$ cat config.mk
export PLATFORM = sky130hd
export DESIGN_NAME = hs32_fetch
export DESIGN_NICKNAME = d
export VERILOG_FILES = /design/src/rtl/hs32_fetch.sv
export SDC_FILE = /design/constraint.sdc
export NUM_CORES = 1
export LEC_CHECK = 0
export ABC_AREA = 0
export ABC_CLOCK_PERIOD_IN_PS = 4600
export CAP_MARGIN = 0
export CORE_ASPECT_RATIO = 1.1
export CORE_UTILIZATION = 40
export DETAILED_ROUTE_END_ITERATION = 8
export PLACE_DENSITY_LB_ADDON = 0.05
export SETUP_SLACK_MARGIN = 0.2
export SYNTH_ARGS = -nofsm -noshare
export SYNTH_HDL_FRONTEND = slang
export SYNTH_SLANG_ARGS = --single-unit
export TNS_END_PERCENT = 30
$ cat constraint.sdc
create_clock -name clk -period 4.6 [get_ports clk]
set_input_delay 0.69 -clock clk [delete_from_list [all_inputs] [get_ports clk]]
set_output_delay 0.69 -clock clk [all_outputs]
set_load 0.05 [all_outputs]
$ cat src/rtl/hs32_fetch.sv
// HS32 instruction fetch: PC, one-outstanding memory read, prefetch FIFO to decode.
// Optional misaligned-redirect fault enabled by defining HS32_FETCH_ALIGN_FAULT_EN.
module hs32_fetch #(
    parameter logic [31:0] RESET_PC   = 32'h0000_0000,
    parameter int          FIFO_DEPTH = 2
) (
    input  logic        clk,
    input  logic        reset,
    input  logic [31:0] newpc,
    input  logic        flush,
    output logic [31:0] mem_addr,
    output logic        mem_req,
    input  logic        mem_ack,
    input  logic [31:0] mem_rdata,
    output logic [31:0] inst,
    output logic [31:0] inst_pc,
    output logic        inst_valid,
    input  logic        inst_ready,
    output logic        fault
);

    localparam int PTR_W = $clog2(FIFO_DEPTH);
    localparam int CNT_W = PTR_W + 1;
    localparam logic [CNT_W-1:0] DEPTH_C = CNT_W'(FIFO_DEPTH);

    localparam logic [1:0] S_IDLE = 2'd0;
    localparam logic [1:0] S_REQ  = 2'd1;
    localparam logic [1:0] S_DROP = 2'd2;

    logic [1:0]       state;
    logic [31:0]      pc;
    logic [31:0]      mem_addr_q;
    logic [CNT_W-1:0] count;
    logic [CNT_W-1:0] count_next;
    logic [PTR_W-1:0] rd_ptr;
    logic [PTR_W-1:0] wr_ptr;
    logic [31:0]      fifo_inst [FIFO_DEPTH];
    logic [31:0]      fifo_pc   [FIFO_DEPTH];

    logic [31:0] flush_pc;
    logic        push;
    logic        pop;
    logic        fetch_blocked;

    assign flush_pc = {newpc[31:2], 2'b00};

`ifdef HS32_FETCH_ALIGN_FAULT_EN
    logic fault_q;

    // Sticky until reset or an aligned redirect; while set no new fetch starts.
    always_ff @(posedge clk) begin
        if (reset)
            fault_q <= 1'b0;
        else if (flush)
            fault_q <= (newpc[1:0] != 2'b00);
    end

    assign fault         = fault_q;
    assign fetch_blocked = fault_q;
`else
    logic unused_newpc_lsb;

    assign unused_newpc_lsb = ^newpc[1:0];
    assign fault            = 1'b0;
    assign fetch_blocked    = 1'b0;
`endif

    // A redirect kills both the incoming word and any decode pop in the same edge.
    assign push       = (state == S_REQ) && mem_ack && !flush;
    assign pop        = inst_valid && inst_ready && !flush;
    assign count_next = count + CNT_W'(push) - CNT_W'(pop);

    always_ff @(posedge clk) begin
        if (reset) begin
            state      <= S_IDLE;
            pc         <= RESET_PC;
            mem_addr_q <= RESET_PC;
        end else begin
            case (state)
                S_IDLE: begin
                    if (flush) begin
                        pc <= flush_pc;
                    end else if ((count < DEPTH_C) && !fetch_blocked) begin
                        state      <= S_REQ;
                        mem_addr_q <= pc;
                    end
                end
                S_REQ: begin
                    if (flush) begin
                        // The bus request cannot be withdrawn; drain it in DROP if still open.
                        pc    <= flush_pc;
                        state <= mem_ack ? S_IDLE : S_DROP;
                    end else if (mem_ack) begin
                        pc <= pc + 32'd4;
                        if (count_next < DEPTH_C)
                            mem_addr_q <= pc + 32'd4;
                        else
                            state <= S_IDLE;
                    end
                end
                S_DROP: begin
                    if (flush)
                        pc <= flush_pc;
                    if (mem_ack)
                        state <= S_IDLE;
                end
                default: state <= S_IDLE;
            endcase
        end
    end

    always_ff @(posedge clk) begin
        if (reset || flush) begin
            count  <= '0;
            rd_ptr <= '0;
            wr_ptr <= '0;
        end else begin
            count <= count_next;
            if (push)
                wr_ptr <= wr_ptr + 1'b1;
            if (pop)
                rd_ptr <= rd_ptr + 1'b1;
        end
    end

    // NOTE: FIFO storage has no reset; validity comes from count, and outputs are gated when empty.
    always_ff @(posedge clk) begin
        if (push) begin
            fifo_inst[wr_ptr] <= mem_rdata;
            fifo_pc[wr_ptr]   <= pc;
        end
    end

    assign mem_req    = (state == S_REQ) || (state == S_DROP);
    assign mem_addr   = mem_addr_q;
    assign inst_valid = (count != '0);
    assign inst       = inst_valid ? fifo_inst[rd_ptr] : 32'h0;
    assign inst_pc    = inst_valid ? fifo_pc[rd_ptr]   : 32'h0;

endmodule

=== After elaboration in Yosys (flattened, before gate mapping) ===
Memories as Yosys holds them, arrays and structs flattened. A register that Yosys moved wholly into a read port is not among the register bits.
Index checks and enable logic that the tools add are counted.

* Memory bits (writable): 128
* Register bits after elaboration: 70
* Memories kept: 2
* Logic and storage cells: 67
* Output and inout bits: 99

{| class="wikitable"
|+ Memories
! name !! depth !! bits a word !! rd ports !! clocked after memory_dff !! write ports !! RTL line !! RTL
|-
| fifo_inst || 2 || 32 || 1 || 1 || 1 || 37 || <nowiki>logic [31:0] fifo_inst [FIFO_DEPTH];</nowiki>
|-
| fifo_pc || 2 || 32 || 1 || 1 || 1 || 38 || <nowiki>logic [31:0] fifo_pc [FIFO_DEPTH];</nowiki>
|}

* Equality and inequality tests: 11
* Reductions and logical operators: 15
* Muxes and demuxes: 26
* Add/sub/neg operators: 5
* Magnitude comparators: 2

{| class="wikitable"
|+ Operators by type and width
! operator !! count
|-
| 32-bit 2-to-1 mux || 10
|-
| 32-bit case mux with 2 select lines || 2
|-
| 32-bit by 3-bit adder with 32-bit output, second input constant || 1
|-
| 2-bit 2-to-1 mux || 7
|-
| 2-bit inequality test, second input constant || 5
|-
| 1-bit 2-to-1 mux || 6
|-
| 3-bit inequality test, second input constant || 2
|-
| 2-bit case mux with 3 select lines || 1
|-
| 6-bit AND reduction || 1
|-
| 2-bit nonzero test || 3
|-
| 5-bit AND reduction || 1
|-
| 1-bit logical AND || 4
|-
| 2-bit less-than comparator, second input constant || 2
|-
| 2-bit by 1-bit inequality test with 1-bit output, second input constant || 2
|-
| 3-bit AND reduction || 1
|-
| 1-bit adder, second input constant || 2
|-
| 2-bit by 1-bit adder with 2-bit output || 1
|-
| 2-bit by 1-bit == test with 1-bit output, second input constant || 1
|-
| 2-bit == test, second input constant || 1
|-
| 2-bit zero test || 1
|-
| 1-bit logical OR || 2
|-
| 2-bit OR reduction || 1
|-
| 2-bit by 1-bit subtractor with 2-bit output || 1
|-
| 1-bit zero test || 1
|}

=== Depth between registers and ports, before layout ===
Gate-level depths: netlist of run 1.

* Depth in word-level cells: 10
* Mapped depth: 13

=== Least setup slack after synthesis of run 1 ===
OpenSTA, ideal clock, no wires.

* Path type: input to register
* From: input flush
* To: memory fifo_inst[0][0], enable pin
* Stages: 3
* Arrival time: 3.606 ns
* Setup time: 0.482 ns
* Path slack: 0.512 ns
* Buffers on the path: 0
* Cells stage by stage: nor2b_1 -> nand2_1 -> nor2_1

* Word-level cells in the longest chain between the ends: 4

{| class="wikitable"
|+ RTL lines
! item !! RTL line !! RTL
|-
| start, declared || 10 || <nowiki>input logic flush,</nowiki>
|-
| 1-bit zero test || 69 || <nowiki>assign push = (state == S_REQ) && mem_ack && !flush;</nowiki>
|-
| 1-bit logical AND || 69 ||
|-
| 1-bit 2-to-1 mux || 128 || <nowiki>if (push) begin</nowiki>
|-
| 1-bit 2-to-1 mux (implied by the code) || 129 || <nowiki>fifo_inst[wr_ptr] <= mem_rdata;</nowiki>
|-
| end, declared || 37 ||
|}

No other way between the ends.

=== Worst setup path after layout of run 1 ===
* From: input flush
* To: register mem_addr_q[29], in the netlist mem_addr[29]

* Word-level cells in the longest chain between the ends: 7
* Elaborated cells between the ends (all ways): 10
* Classes of those cells: 2 x add/sub; 1 x order compare; 3 x eq/ne; 4 x reduce/logical

{| class="wikitable"
|+ RTL lines
! item !! RTL line !! RTL
|-
| 1-bit zero test || 69, 70 ||
|-
| 1-bit logical AND || 69 ||
|-
| 2-bit by 1-bit adder with 2-bit output || 71 || <nowiki>assign count_next = count + CNT_W'(push) - CNT_W'(pop);</nowiki>
|-
| 2-bit by 1-bit subtractor with 2-bit output || 71 ||
|-
| 2-bit less-than comparator || 95 || <nowiki>if (count_next < DEPTH_C)</nowiki>
|-
| 2-bit by 1-bit inequality test with 1-bit output (no source line) || -- ||
|-
| 6-bit AND reduction (no source line) (*) || -- ||
|-
| end signal, assigned || 85 || <nowiki>mem_addr_q <= pc;</nowiki>
|-
| end signal, assigned || 96 || <nowiki>mem_addr_q <= pc + 32'd4;</nowiki>
|-
| end, declared || 32 || <nowiki>logic [31:0] mem_addr_q;</nowiki>
|}

Mark *: on every way between the ends. The rest lies on a longest branch, timed or not.
A chain may end at the register's enable or synchronous reset.

==> impl_metrics.env, run 1 <==
export IMPL_status="complete, no violations"
export IMPL_hold_viol_final=0
export IMPL_min_path_cells=2
export IMPL_cp_arrival_ps=3690
export IMPL_post_place_ws_ps=859
export IMPL_worst_pin_slew_ps=1090
export IMPL_finalSetupViolCount=0
export IMPL_ys_ff_latch=191
export IMPL_synth_yosys_seq_area_share=0.588
export IMPL_fin_util=0.529
export IMPL_drc=0
export IMPL_syn_area_per_cell_um2=11.0
export IMPL_dp_cells=1186
export IMPL_hpwl_um=14400
export IMPL_yosysUniqueCellTypes=55
export IMPL_grt_max_degree=63
export IMPL_grt_ovfl_total=0
export IMPL_cts_buffers=17
export IMPL_worstHoldPathType="reg -> reg"
export IMPL_p_per_area_nw_per_um2=358
export IMPL_synthSimpleGateAreaFrac=0.160
export IMPL_yosys_area_share_adder=0.00871
export IMPL_fin_ws_ps=1280
export IMPL_layout_drive_gt1_share=0.0675
export IMPL_antenna_found_initial=0
export IMPL_yosys_area_top_type="edfxtp_1"
export IMPL_cts_tree="yes"
export IMPL_routed_via_density=5.39
export IMPL_grt_pass1_wl_um=33800
export IMPL_drtIter0Drc=456
export IMPL_endpoint_kind="flop"
export IMPL_fin_skew_ps=7.07
export IMPL_synth_edf_count=124
export IMPL_postCtsSetupRepairBufs=0
export IMPL_cp_max_fo=13
export IMPL_nNetsFinal=995
export IMPL_synth_top_cells_by_area="edfxtp_1, dfxtp_1, mux2i_1, nor2_1, nand2_1"
export IMPL_cts_buffer_depth=2
export IMPL_avgRoutedWirePerCell_um=17.5
export IMPL_stdcell_area_um2=11000
export IMPL_gp_congestion=0.860
export IMPL_muxShareOfSynthArea=0.0744
export IMPL_max_freq_mhz=301
export IMPL_hold_path_end="mem_addr[18]$_SDFFE_PP0P_"
export IMPL_synth_xor_area_share=0.0321
export IMPL_drv_slew=0
export IMPL_postSynthCellCount=786
export IMPL_path_clk_slew_ps=70
export IMPL_rr_startpoint="state[1]$_SDFFE_PP0P_"
export IMPL_max_cap_violations=0
export IMPL_fillers=1834
export IMPL_reg2reg_to="mem_addr[29]$_SDFFE_PP0P_"
export IMPL_area_delta_synth_final_pct=28.1
export IMPL_track_usage=0.198
export IMPL_ant_nets=0
export IMPL_design_die_area_um2=22100
export IMPL_dieHeight_um=156
export IMPL_htreeDepth=4
export IMPL_cts_root_buf="clkbuf_16"
export IMPL_synth_most_common_cell="nor2_1"
export IMPL_peakVddDrop_mv=0.289
export IMPL_synth_compound_area_frac=0.102
export IMPL_fin_crit_sh=0.722
export IMPL_crit_type="in -> reg"
export IMPL_ys_top_cells_by_count="nor2_1, edfxtp_1, dfxtp_1"
export IMPL_cp_data_required_time_ps=4970
export IMPL_dr_total_vias=6563
export IMPL_ff2ff_setup_slack_ps=1660
export IMPL_antenna_cells=0
export IMPL_die_x_um=142
export IMPL_grt_pass1_vias=6314
export IMPL_core_um2=20900
export IMPL_syn_area_um2=8620
export IMPL_rsz0062_at_grt="no"
export IMPL_async_reset_ff_frac=0
export IMPL_cp_start_kind="input port"
export IMPL_routed_wl_um=21400
export IMPL_setup_tns_ps=0
export IMPL_placed_cell_area_um2=10500
export IMPL_period_needed_ps=3320
export IMPL_synth_top_cell_area_share=0.432
export IMPL_reg2regPathDepth=12
export IMPL_synth_top_family_by_area="simple AND/OR/NAND/NOR gates"
export IMPL_num_rows=55
export IMPL_cts_hold_buf=0
export IMPL_synthFlopType="edfxtp_1"
export IMPL_start_util=0.413
export IMPL_insertion_delay_ps=420
export IMPL_drtPass1Iterations=5
export IMPL_p_leak_nw=3.59
export IMPL_port_buffers=160
export IMPL_cts_sink_count=191
export IMPL_hp_start="mem_addr[18]$_SDFFE_PP0P_"
export IMPL_cts_repair_resized=0
export IMPL_ys_warn_count=0
export IMPL_max_slew_margin=0.272
export IMPL_stdcell_count=1218
export IMPL_io_pins=168
==> how the worst max path moves through the flow <==
stage	slack (ps)	startpoint	depth (start not counted)	to
finish	1280	flush	11	mem_addr[29]$_SDFFE_PP0P_
global route	1110	flop	4	inst_pc[22]
CTS	1220	flop	4	inst_pc[20]
detailed placement	860	flush	11	mem_addr[29]$_SDFFE_PP0P_
global placement	970	flush	11	mem_addr[29]$_SDFFE_PP0P_
floorplan	510	flush	3	fifo_inst[0][0]$_DFFE_PP_
==> logic make-up after synthesis <==
logic type,Yosys count
xor+xnor,30
flops,191
buf+inv,72
mux,64
fa+ha+maj,6
simple gates,290
compound gates,132
other cells,1
==> routing by layer <==
layer | track usage | share of wire
met1 | 0.262 | 0.46
met2 | 0.324 | 0.47
met3 | 0.0411 | 0.062
met4 | 0.0640 | 0.015
met5 | 0 | 0
==> power by group <==
part | switching (W) | internal, W | leakage, nW
clock network | 0.000635 | 0.000803 | 0.271
logic | 0.000334 | 0.000203 | 1.63
registers | 0.0000791 | 0.00190 | 1.68
total | 0.00105 | 0.00290 | 3.59
==> per-stage QoR <==
step,total power (W),hold slack (ps)
global route,0.00411,526
global placement,0.00253,486
detailed placement,0.00255,493
CTS,0.00399,505
floorplan,0.00234,420
finish,0.00395,505
==> critical path, stage by stage <==
cell and delay (ps):
clkdlybuf4s50_1 660, nor2b_1 330, nand2_1 190, ha_1 330, inv_1 40, ha_1 170, xnor3_1 260, nand4_1 180
or3b_2 520, nor3b_1 200, a211o_1 120
==> area by class of cell <==
| type | instances | area [µm²] | area share |
|---|---|---|---|
| Clock buffer | 19 | 433 | 0.0392 |
| Clock inverter | 13 | 138 | 0.0125 |
| Inverter | 8 | 30.0 | 0.00272 |
| Multi-Input combinational cell | 527 | 3290 | 0.298 |
| Sequential cell | 191 | 5070 | 0.459 |
| Tap cell | 285 | 357 | 0.0323 |
| Timing Repair Buffer | 175 | 1720 | 0.156 |
==> sequential cells by signal (all words and copies together), names as in the netlist, named ones only <==
name,flops
fifo_inst,64
fifo_pc,60
mem_addr,30
pc,30
count,2
state,2
rd_ptr,1
wr_ptr,1
==> cell usage in the layout (no fill, tap or decap), types with 4 or more instances in the layout <==
cell type | netlist | layout
a211oi_1 | 27 | 27
nor3b_1 | 4 | 4
mux2i_1 | 64 | 64
clkbuf_16 | 0 | 17
inv_1 | 8 | 8
nand4_1 | 21 | 21
dfxtp_1 | 67 | 66
o21ai_0 | 25 | 25
xor2_1 | 22 | 22
ha_1 | 6 | 6
edfxtp_1 | 124 | 124
nor4_1 | 8 | 8
xnor2_1 | 7 | 7
nand3_1 | 26 | 26
a41oi_1 | 4 | 4
a21o_1 | 4 | 4
clkdlybuf4s50_1 | 0 | 159
a21oi_1 | 35 | 34
nand2_1 | 57 | 57
and2_1 | 4 | 4
nor3_1 | 10 | 10
a31oi_1 | 11 | 11
a32o_1 | 8 | 8
and3_1 | 6 | 5
conb_1 | 1 | 5
buf_4 | 6 | 14
nor2_1 | 132 | 130
Power figures use the tool's default switching activity.
==> inputs of run 2 (changes only) <==
Settings changed: ABC_CLOCK_PERIOD_IN_PS 4600 to 2700.
Clock period 4.6 ns to 2.7 ns, I/O delays scaled along.
==> run 2 against run 1 <==
- sequential share of layout area is 3.2 points lower
- critical path type is now reg -> reg
- count of clock-buffer cells in the layout is 2 lower
- clock skew is 1.6 ps higher
- power is 73% higher
- worst setup slack worse by 1100 ps
- first-iteration DRC count is 31% lower
- final area is 7.5% higher
- largest power group unchanged
- non-clock buffer count is 46 higher
==> impl_metrics.env, run 2 (synthesis gave the netlist of run 1 again) <==
export IMPL_routed_via_density=5.30
export IMPL_path_clk_slew_ps=70
export IMPL_p_sw_frac=0.283
export IMPL_rr_startpoint="state[1]$_SDFFE_PP0P_"
export IMPL_dieHeight_um=156
export IMPL_area_delta_synth_final_pct=37.8
export IMPL_grt_ovfl_total=0
export IMPL_drtIter0Drc=315
export IMPL_finalPower_w=0.00685
export IMPL_top_register="fifo_inst"
export IMPL_cts_root_buf="clkbuf_16"
export IMPL_p_int_w=0.00491
export IMPL_drtPass1Iterations=5
export IMPL_hp_start="reset"
export IMPL_endpoint_kind="flop"
export IMPL_antenna_cells=0
export IMPL_max_cap_violations=0
export IMPL_cp_data_required_time_ps=3040
export IMPL_drv_slew=0
export IMPL_num_rows=55
export IMPL_reg2regPathDepth=14
export IMPL_worstHoldPathType="in -> reg"
export IMPL_hold_viol_final=0
export IMPL_hpwl_um=15100
export IMPL_gp_congestion=0.864
export IMPL_grt_pass1_wl_um=34600
export IMPL_io_pins=168
export IMPL_cts_tree="yes"
export IMPL_final_cell_mix="edfxtp_1, nor2_1, clkdlybuf4s50_1, mux2i_1, dfxtp_1"
export IMPL_track_usage=0.203
export IMPL_crit_type="reg -> reg"
export IMPL_start_util=0.413
export IMPL_nNetsFinal=1041
export IMPL_hold_path_end="mem_addr[11]$_SDFFE_PP0P_"
export IMPL_max_slew_margin=0.639
export IMPL_cts_sink_count=191
export IMPL_cts_hold_buf=0
export IMPL_final_common_cell="edfxtp_1"
export IMPL_ant_nets=0
export IMPL_period_needed_ps=2510
export IMPL_min_path_cells=2
export IMPL_cts_buffer_depth=2
export IMPL_max_freq_mhz=398
export IMPL_drc=0
export IMPL_p_leak_nw=4.73
export IMPL_stdcell_area_um2=11900
export IMPL_crit_start="state[1]$_SDFFE_PP0P_"
export IMPL_clock_power_share=0.345
export IMPL_grt_max_degree=63
export IMPL_cts_buffers=17
export IMPL_port_buffers=160
export IMPL_cp_arrival_ps=2850
export IMPL_fin_crit_sh=0.929
export IMPL_core_um2=20900
export IMPL_rsz0062_at_grt="yes"
export IMPL_cp_start_kind="flop"
export IMPL_peakVddDrop_mv=0.489
export IMPL_insertion_delay_ps=430
export IMPL_p_per_area_nw_per_um2=577
export IMPL_layout_drive_gt1_share=0.157
export IMPL_fin_skew_ps=8.72
export IMPL_ff2ff_setup_slack_ps=190
export IMPL_reg2reg_to="mem_addr[20]$_SDFFE_PP0P_"
export IMPL_dr_total_vias=6699
export IMPL_setup_tns_ps=0
export IMPL_grt_pass1_vias=6497
export IMPL_status="complete, no violations"
export IMPL_finalSetupViolCount=0
export IMPL_placed_cell_area_um2=10800
export IMPL_p_seq_frac=0.489
export IMPL_p_sw_w=0.00194
export IMPL_htreeDepth=4
export IMPL_avgRoutedWirePerCell_um=18.0
export IMPL_cp_max_fo=7
export IMPL_design_die_area_um2=22100
export IMPL_reg_top3="fifo_inst: 64 flops, fifo_pc: 60 flops"
export IMPL_largest_reg_flops=64
export IMPL_antenna_found_initial=0
export IMPL_die_x_um=142
export IMPL_power_frac_comb=0.166
export IMPL_fillers=1777
export IMPL_worst_pin_slew_ps=536
export IMPL_routed_wl_um=22800
## run 2: cell count changes in the layout (fill, tap and decap cells not counted), moves of 4 or more
cell and delta:
nor2_2 +4, clkinv_4 +4, clkbuf_16 +4, buf_4 +28, dlymetal6s2s_1 +37, a211oi_1 -22
nor2_1 -7, buf_12 +10, clkdlybuf4s50_1 -63, dlygate4sd2_1 +26, a211oi_2 +22, dfxtp_1 -4
## run 2: final cells by class
class / count / area, µm² / share of cell area
Timing Repair Buffer: 221 / 2350 / 0.198
Sequential cell: 191 / 5080 / 0.428
Multi-Input combinational cell: 527 / 3510 / 0.295
Clock inverter: 14 / 126 / 0.0106
Inverter: 8 / 32.5 / 0.00274
Tap cell: 285 / 357 / 0.0300
Clock buffer: 17 / 425 / 0.0358
## run 2: metal layers
| layer | global-route usage | up-vias | wire length [µm] |
|---|---|---|---|
| li1 | - | 3213 | - |
| met1 | 0.270 | 3245 | 10100 |
| met2 | 0.334 | 218 | 11100 |
| met3 | 0.0371 | 23 | 1180 |
| met4 | 0.0640 | 0 | 357 |
| met5 | 0 | - | 0 |
## run 2: critical path: stages, from the launching register on
cell and delay [ps]:
dfxtp_2 330, inv_2 70, ha_4 130, nor2b_4 150, nand2_2 90, ha_4 290, inv_4 30, ha_4 140
xnor3_1 220, nand4_1 210, o41ai_4 150, buf_6 230, buf_8 150, nor2_1 40, a211oi_1 200
## run 2: repair_timing
| action | CTS | global route |
|---|---|---|
| setup buffers | 0 | 7 |
| pin swaps | 0 | 28 |
| endpoints found under the setup margin | 91 | 70 |
| gates cloned | 0 | 7 |
| resized for setup | 28 | 99 |
## run 2: worst max-delay path by stage
stage / end / slack (ps)
CTS: inst_pc[19] / 30
detailed placement: mem_addr[13]$_SDFFE_PP0P_ / -230
floorplan: mem_addr[10]$_SDFFE_PP0P_ / -310
global placement: mem_addr[29]$_SDFFE_PP0P_ / -150
global route: mem_addr[22]$_SDFFE_PP0P_ / 80
finish: mem_addr[20]$_SDFFE_PP0P_ / 190
## run 2: stage by stage
| step | instances | hold slack, ps | utilization | setup WS, ps |
|---|---|---|---|---|
| 6_report | 1263 | 478 | 0.569 | 190 |
| 5_1_grt | 1263 | 485 | 0.569 | 79.8 |
| 3_3_place_gp | 1218 | 488 | 0.518 | -149 |
| 3_5_place_dp | 1218 | 494 | 0.518 | -227 |
| 4_1_cts | 1249 | 432 | 0.544 | 30.0 |
| 2_1_floorplan | 790 | 420 | - | -309 |
## run 2: power by group through the flow
stage          registers (W)  clock network, W  logic, W
2_1_floorplan        0.00355                 0  0.000436
3_3_place_gp         0.00340                 0  0.000962
3_5_place_dp         0.00340                 0  0.000981
4_1_cts              0.00334           0.00243  0.000985
5_1_grt              0.00336           0.00255   0.00121
6_report             0.00335           0.00236   0.00114
==> inputs of run 3 (changes only) <==
Settings changed: CORE_UTILIZATION 40 to 47.
==> run 3 against run 2 <==
- non-clock buffer count fell by 5
- core utilization rose by 7.3 points
- clock power barely moved
- sequential power barely moved
- cell count fell by 4.0%
- largest cell class unchanged
- highest routed layer unchanged
==> impl_metrics.env, run 3 (synthesis gave the netlist of run 1 again) <==
export IMPL_status="complete, no violations"
export IMPL_regArea_um2=5080
export IMPL_grt_max_degree=63
export IMPL_fin_skew_ps=9.42
export IMPL_multi_input_area_um2=3410
export IMPL_top_register="fifo_inst"
export IMPL_max_freq_mhz=382
export IMPL_cp_max_fo=6
export IMPL_track_usage=0.230
export IMPL_routed_via_density=5.50
export IMPL_start_util=0.484
export IMPL_final_cell_mix="nor2_1, edfxtp_1, clkdlybuf4s50_1, mux2i_1, dlygate4sd2_1"
export IMPL_htreeDepth=4
export IMPL_hpwl_um=14700
export IMPL_fin_ws_ps=80.1
export IMPL_drtIter0Drc=450
export IMPL_stdcell_count=1212
export IMPL_gp_congestion=0.892
export IMPL_antenna_cells=0
export IMPL_design_die_area_um2=18900
export IMPL_cts_buffer_depth=2
export IMPL_path_clk_slew_ps=70
export IMPL_avgRoutedWirePerCell_um=18.0
export IMPL_cts_buffers=17
export IMPL_cp_data_required_time_ps=3010
export IMPL_dieHeight_um=144
export IMPL_grt_pass1_vias=6306
export IMPL_post_place_ws_ps=-322
export IMPL_max_cap_violations=0
export IMPL_dr_total_vias=6671
export IMPL_finalPower_w=0.00675
export IMPL_ant_nets=0
export IMPL_p_sw_w=0.00190
export IMPL_core_um2=17800
export IMPL_cts_hold_buf=0
export IMPL_largest_reg_flops=64
export IMPL_final_common_cell="nor2_1"
export IMPL_endpoint_kind="flop"
export IMPL_layout_drive_gt1_share=0.129
export IMPL_p_seq_frac=0.495
export IMPL_max_slew_margin=0.439
export IMPL_rsz0062_at_grt="yes"
export IMPL_p_sw_frac=0.282
export IMPL_area_delta_synth_final_pct=32.7
export IMPL_power_frac_comb=0.154
export IMPL_reg_top3="fifo_inst: 64 flops, fifo_pc: 60 flops"
export IMPL_antenna_found_initial=0
export IMPL_io_pins=168
export IMPL_die_x_um=131
export IMPL_insertion_delay_ps=440
export IMPL_worst_pin_slew_ps=841
export IMPL_cts_root_buf="clkbuf_16"
export IMPL_dp_cells=1171
export IMPL_period_needed_ps=2620
export IMPL_drtPass1Iterations=5
export IMPL_setup_tns_ps=0
export IMPL_num_rows=51
export IMPL_finalSetupViolCount=0
export IMPL_fillers=1431
export IMPL_p_per_area_nw_per_um2=590
export IMPL_port_buffers=160
export IMPL_fin_crit_sh=0.970
export IMPL_cts_tree="yes"
export IMPL_drc=0
export IMPL_drv_slew=0
export IMPL_peakVddDrop_mv=0.446
export IMPL_cts_sink_count=191
export IMPL_grt_pass1_wl_um=32700
export IMPL_p_int_w=0.00485
export IMPL_hold_viol_final=0
export IMPL_grt_ovfl_total=0
export IMPL_cp_start_kind="flop"
export IMPL_clock_power_share=0.351
export IMPL_cp_arrival_ps=2930
export IMPL_nNetsFinal=1037
export IMPL_routed_wl_um=21800
export IMPL_worstHoldPathType="reg -> reg"
export IMPL_crit_type="reg -> reg"
export IMPL_p_leak_nw=4.14
## run 3: cell count changes in the layout (fill, tap and decap cells not counted), moves of 6 or more
cell / delta
a211oi_2: -17
dlygate4sd2_1: +37
a211oi_1: +17
dlymetal6s2s_1: -37
nor2_1: +6
## run 3: layout make-up
cell class	instances	area share
Inverter	8	0.00263
Timing Repair Buffer	216	0.181
Clock buffer	17	0.0372
Multi-Input combinational cell	528	0.298
Sequential cell	191	0.444
Tap cell	238	0.0260
Clock inverter	14	0.0115
## run 3: metrics by stage
stage | hold WS (ps) | area [µm²] | utilization
2_1_floorplan | 420 | 8640 | -
3_3_place_gp | 487 | 10700 | 0.603
3_5_place_dp | 495 | 10700 | 0.603
4_1_cts | 507 | 11300 | 0.633
5_1_grt | 516 | 11400 | 0.642
6_report | 503 | 11400 | 0.642
## run 3: power by group through the flow
| stage | logic (W) | registers [W] | clock network, W |
|---|---|---|---|
| floorplan | 0.000436 | 0.00355 | 0 |
| global placement | 0.000965 | 0.00339 | 0 |
| finish | 0.00104 | 0.00334 | 0.00237 |
| detailed placement | 0.000990 | 0.00340 | 0 |
| global route | 0.00111 | 0.00335 | 0.00252 |
| CTS | 0.000999 | 0.00334 | 0.00242 |
## run 3: layer usage
layer / part of all wire / global-route usage / up-vias
li1: - / - / 3224
met1: 0.43 / 0.293 / 3199
met2: 0.50 / 0.384 / 219
met3: 0.052 / 0.0455 / 29
met4: 0.017 / 0.0920 / 0
met5: 0 / 0 / -
## run 3: final timing paths
| path | from | to | cells after the start | slack [ps] |
|---|---|---|---|---|
| worst max-delay path | state[1]$_SDFFE_PP0P_ | mem_addr[31]$_SDFFE_PP0P_ | 13 | 80 |
| worst min-delay path | mem_addr[14]$_SDFFE_PP0P_ | mem_addr[14]$_SDFFE_PP0P_ | 2 | 500 |
| worst max register to register | state[1]$_SDFFE_PP0P_ | mem_addr[31]$_SDFFE_PP0P_ | 13 | 80 |
| worst min register to register | mem_addr[14]$_SDFFE_PP0P_ | mem_addr[14]$_SDFFE_PP0P_ | 2 | 500 |
## run 3: worst max-delay path, cell delays in order (launching register included)
cell and delay (ps):
dfxtp_2 330, inv_2 90, ha_4 140, nor2b_4 140, nand2_2 80, ha_4 270
inv_2 40, ha_4 140, xnor3_1 230, nand4_1 270, o41ai_4 210, buf_4 220
mux2i_1 220, o22ai_1 130
## run 3: timing repair
item | CTS | global route
pin swaps | 4 | 6
gates resized for setup | 77 | 14
buffers inserted | 0 | 6
gates cloned | 0 | 4
setup endpoints to repair | 92 | 29
